### config.mk
export PLATFORM = sky130hd
export DESIGN_NAME = mult24_share_arbiter
export DESIGN_NICKNAME = d
export VERILOG_FILES = /design/src/rtl/mult24_share_arbiter.sv
export SDC_FILE = /design/constraint.sdc
export NUM_CORES = 2
export LEC_CHECK = 0
export ABC_AREA = 1
export CAP_MARGIN = 20
export CORE_MARGIN = 3
export CORE_UTILIZATION = 35
export DETAILED_ROUTE_END_ITERATION = 6
export PLACE_DENSITY = 0.65
export SLEW_MARGIN = 10
export SYNTH_ARGS = -nofsm -noshare
export SYNTH_HDL_FRONTEND = slang
export SYNTH_SLANG_ARGS = --single-unit
### constraint.sdc
create_clock -name clk -period 15.5 [get_ports clk]
set_input_delay 3.1 -clock clk [delete_from_list [all_inputs] [get_ports clk]]
set_output_delay 3.1 -clock clk [all_outputs]
set_load 0.02 [all_outputs]
### src/rtl/mult24_share_arbiter.sv
// mult24_share_arbiter: round-robin sharing of one 24x24 unsigned multiplier among NUM_REQ requesters.
// Define MULT24_ARB_PIPE_EN to add an operand register stage in front of the multiplier.
module mult24_share_arbiter #(
   parameter int NUM_REQ = 4,
   parameter int ID_W    = $clog2(NUM_REQ)
) (
   input  logic                  clk,
   input  logic                  rst,
   input  logic [NUM_REQ-1:0]    req_valid,
   output logic [NUM_REQ-1:0]    req_ready,
   input  logic [NUM_REQ*24-1:0] req_a,
   input  logic [NUM_REQ*24-1:0] req_b,
   output logic                  rsp_valid,
   input  logic                  rsp_ready,
   output logic [ID_W-1:0]       rsp_id,
   output logic [47:0]           rsp_result,
   output logic                  busy
);

   typedef enum logic {SLOT_EMPTY = 1'b0, SLOT_FULL = 1'b1} slot_state_e;

   slot_state_e     state_q, state_d;
   logic [ID_W-1:0] ptr_q, ptr_d;
   logic [47:0]     result_q, result_d;
   logic [ID_W-1:0] rid_q, rid_d;

   logic            grant_found;
   logic [ID_W-1:0] grant_idx;
   logic [ID_W:0]   cand;
   logic            slot_can_load;
   logic            entry_ready;
   logic            accept;
   logic            slot_load;
   logic [23:0]     sel_a, sel_b;
   logic [23:0]     mul_a, mul_b;
   logic [ID_W-1:0] mul_id;
   logic [47:0]     product;

   // First valid requester at or after the pointer, wrapping modulo NUM_REQ.
   always_comb begin
      grant_found = 1'b0;
      grant_idx   = '0;
      cand        = '0;
      for (int k = 0; k < NUM_REQ; k++) begin
         cand = {1'b0, ptr_q} + (ID_W+1)'(k);
         if (cand >= (ID_W+1)'(NUM_REQ)) begin
            cand = cand - (ID_W+1)'(NUM_REQ);
         end
         if (!grant_found && req_valid[cand[ID_W-1:0]]) begin
            grant_found = 1'b1;
            grant_idx   = cand[ID_W-1:0];
         end
      end
   end

   assign slot_can_load = (state_q == SLOT_EMPTY) || rsp_ready;
   assign accept        = grant_found && entry_ready && !rst;
   assign sel_a         = req_a[24*grant_idx +: 24];
   assign sel_b         = req_b[24*grant_idx +: 24];
   assign product       = {24'b0, mul_a} * {24'b0, mul_b};

   always_comb begin
      req_ready = '0;
      if (accept) begin
         req_ready[grant_idx] = 1'b1;
      end
   end

   always_comb begin
      ptr_d = ptr_q;
      if (accept) begin
         if (grant_idx == ID_W'(NUM_REQ-1)) begin
            ptr_d = '0;
         end else begin
            ptr_d = grant_idx + 1'b1;
         end
      end
   end

`ifdef MULT24_ARB_PIPE_EN
   logic            v1_q, v1_d;
   logic [23:0]     a_q, a_d;
   logic [23:0]     b_q, b_d;
   logic [ID_W-1:0] id_q, id_d;

   // Stage 1 frees up whenever its contents can move into the output slot.
   assign entry_ready = !v1_q || slot_can_load;
   assign slot_load   = v1_q && slot_can_load;
   assign mul_a       = a_q;
   assign mul_b       = b_q;
   assign mul_id      = id_q;
   assign busy        = v1_q || (state_q == SLOT_FULL);

   always_comb begin
      v1_d = v1_q;
      a_d  = a_q;
      b_d  = b_q;
      id_d = id_q;
      if (slot_load) begin
         v1_d = 1'b0;
      end
      if (accept) begin
         v1_d = 1'b1;
         a_d  = sel_a;
         b_d  = sel_b;
         id_d = grant_idx;
      end
   end

   always_ff @(posedge clk) begin
      if (rst) begin
         v1_q <= 1'b0;
         a_q  <= '0;
         b_q  <= '0;
         id_q <= '0;
      end else begin
         v1_q <= v1_d;
         a_q  <= a_d;
         b_q  <= b_d;
         id_q <= id_d;
      end
   end
`else
   assign entry_ready = slot_can_load;
   assign slot_load   = accept;
   assign mul_a       = sel_a;
   assign mul_b       = sel_b;
   assign mul_id      = grant_idx;
   assign busy        = (state_q == SLOT_FULL);
`endif

   always_comb begin
      state_d  = state_q;
      result_d = result_q;
      rid_d    = rid_q;
      case (state_q)
         SLOT_EMPTY: if (slot_load) state_d = SLOT_FULL;
         SLOT_FULL:  if (rsp_ready && !slot_load) state_d = SLOT_EMPTY;
      endcase
      if (slot_load) begin
         result_d = product;
         rid_d    = mul_id;
      end
   end

   always_ff @(posedge clk) begin
      if (rst) begin
         state_q  <= SLOT_EMPTY;
         ptr_q    <= '0;
         result_q <= '0;
         rid_q    <= '0;
      end else begin
         state_q  <= state_d;
         ptr_q    <= ptr_d;
         result_q <= result_d;
         rid_q    <= rid_d;
      end
   end

   assign rsp_valid  = (state_q == SLOT_FULL);
   assign rsp_id     = rid_q;
   assign rsp_result = result_q;

endmodule

==> impl_metrics.ini <==
[clocking]
cts.repair.resized = 0
insertion_delay_ns = 0.31
htree_levels = 2
cts-root-buf = clkbuf_16
ctsLongestPathBuffers = 2
cts.reportedPaths.clkPinSlew_ns = 0.08
cts_tree = built
clkSinkCount = 53
cts_made_buffers = 5
cts_hold_buf = 0
cts_setup_buffers = 0

[placed_design]
place.gp.congestion = 0.955
port-buffer-count = 254
dpl.hpwl_microns = 65700
placed_cell_area_sq_um = 26000

[hold_path]
min_path_cells = 2
hold_class = reg2reg
hp-start = rsp_result[5]
hold_end = rsp_result[5]

[logic_synthesis]
synth_seq_cells = 53
yosysUniqueCellTypes = 33
yosys_warnings = 0
syn_inst = 3098
synth-main-ff-cell = dfxtp_1
syn_nets = 3957
avgSynthCellArea_sq_um = 7.41
ys_seq_area_frac = 0.0462
synth_area_sq_um = 23000
ys_async_sr_fraction = 0
synth_enable_flop_cells = 0

[finish]
final_cell_mix = 790 x nand2_1, 660 x inv_1, 482 x fa_1
fill_cells = 6792
num-nets-final = 4118
design_area_sq_um = 26100
area_growth_pct = 13.8
insertedDiodeCount = 0
drive_above_1_share = 0.0328
final_common_cell = nand2_1

[critical_path]
rr_startpoint = ptr_q[0]
ff2ff_path_depth = 36
slowest_delay_ns = 0.74
crit_required_ns = 15.71
critPathArrivalTime_ns = 12.97
reg2reg_to = rsp_result[24]
cp_slowest_cell = inv_1
crit_top_cell = nand2_1
worstSetupEndpointType = flip-flop
worstPathMaxFanout = 41
crit_type = in2reg
critPathLaunchType = input pin
reg2reg_slack_ns = 5.24

[routing]
route.detailed.wl_per_inst_microns = 19.4
ant_nets = 0
drc = 0
vias_per_cell = 4.97
dr.pass1.iters = 5
drt_iter0_markers = 1519
routed_wl_microns = 79900
vias = 20466

[job]
cap_violations = 0

[sta]
tightest_slew_ns = 0.859
finClkSkew_ns = 0.00934
fmax_mhz = 78.4
hold_violations = 0
fin_crit_sh = 0.823
maxSlewHeadroom = 0.427
setup_tns_ns = 0
slew_violations = 0
setup_violations = 0
rsz0062_at_grt = false
min_period_ns = 12.76
hold_ws_ns = 0.469

[floorplanning]
std_cell_rows = 93
io_pins = 255
start_util = 0.355
dieArea_sq_um = 68700
coreArea_sq_um = 64700
die_y_microns = 262
chipWidth_microns = 262

[global_routing]
grt_busiest_layer = met2
grt_pass1_vias = 21516
gr-usage-met2 = 0.378
overflow = 0
grt_usage = 0.239
grt_max_degree = 75
grt_pass1_wl_microns = 125000
met1_usage = 0.316
global_route.usage.met3 = 0.0675
antenna_found_initial = 0

[outcome]
status = complete, no violations
-- area by class of cell --
cell class	instances	area (sq um)	share of cell area
multi-input combinational	2216	18500	0.707
timing repair buffer	284	2770	0.106
inverter	699	2620	0.100
tap	855	1070	0.0409
sequential	53	1060	0.0406
clock buffer	5	125	0.00479
clock inverter	3	17.5	0.000670
-- sequential cells by signal (all words and copies together), names as in the netlist --
signal      count
rsp_result     48
busy            1
rsp_id          2
ptr_q           2
-- cells in the mapped netlist (2+ instances only) --
cell / count / area [sq um]
inv_2: 38 / 143
xor2_1: 8 / 70.1
buf_6: 14 / 158
a21oi_1: 69 / 345
nand3_1: 176 / 881
inv_1: 660 / 2480
ha_1: 178 / 2230
nand2_2: 20 / 125
clkbuf_1: 16 / 60.1
o21ai_0: 66 / 330
fa_1: 482 / 9650
xnor2_1: 15 / 131
nand3_4: 2 / 35.0
buf_2: 64 / 320
a21o_1: 3 / 22.5
nand3_2: 3 / 30.0
nand4_1: 16 / 100
or2_2: 2 / 12.5
nor2_1: 358 / 1340
o21a_1: 7 / 52.6
dfxtp_1: 53 / 1060
nor3_1: 4 / 20.0
nand2_1: 791 / 2970
buf_4: 36 / 270
o211ai_1: 7 / 52.6
and2_1: 3 / 18.8
-- worst max path at each step --
| stage | slack [ns] | cells after the start | start | endpoint |
|---|---|---|---|---|
| floorplan | 5.86 | 38 | req_valid[3] | rsp_result[30] |
| global placement | 2.80 | 37 | req_valid[3] | rsp_result[24] |
| detailed placement | 2.67 | 37 | req_valid[3] | rsp_result[24] |
| CTS | 2.99 | 37 | req_valid[2] | rsp_result[24] |
| global route | 2.27 | 37 | req_valid[3] | rsp_result[24] |
| finish | 2.74 | 37 | req_valid[2] | rsp_result[24] |
-- stage by stage --
step,cells,util,worst slack [ns]
after floorplan,3098,-,5.86
after CTS,4115,0.404,2.99
after global placement,4107,0.402,2.80
final,4115,0.404,2.74
after global routing,4115,0.404,2.27
after detailed placement,4107,0.402,2.67
-- logic make-up (layout without fill, tap and decap cells) --
logic type,Yosys count,after routing,synth area share
AOI/OAI and AO/OA,154,154,0.0356
xor gates and xnor gates,23,23,0.00877
adders and majority gates,660,660,0.517
buffers and inverters,829,991,0.149
DFF,53,53,0.0462
and+or+nand+nor,1379,1379,0.243
-- per-layer routing --
layer	wire (microns)	part of all wire
met5	93	0.0012
met4	2920	0.037
met3	8180	0.10
met2	35900	0.45
met1	32800	0.41
-- worst max-delay path, delay by kind of cell --
family / cells / cell delay [ns]
AOI/OAI and AO/OA: 3 / 0.67
buffers and inverters: 10 / 2.59
adders and majority gates: 8 / 4.04
and+or+nand+nor: 16 / 2.52
Power is not shown: default switching activity piles up to over one toggle a cycle in this logic, so the estimate is an artifact.
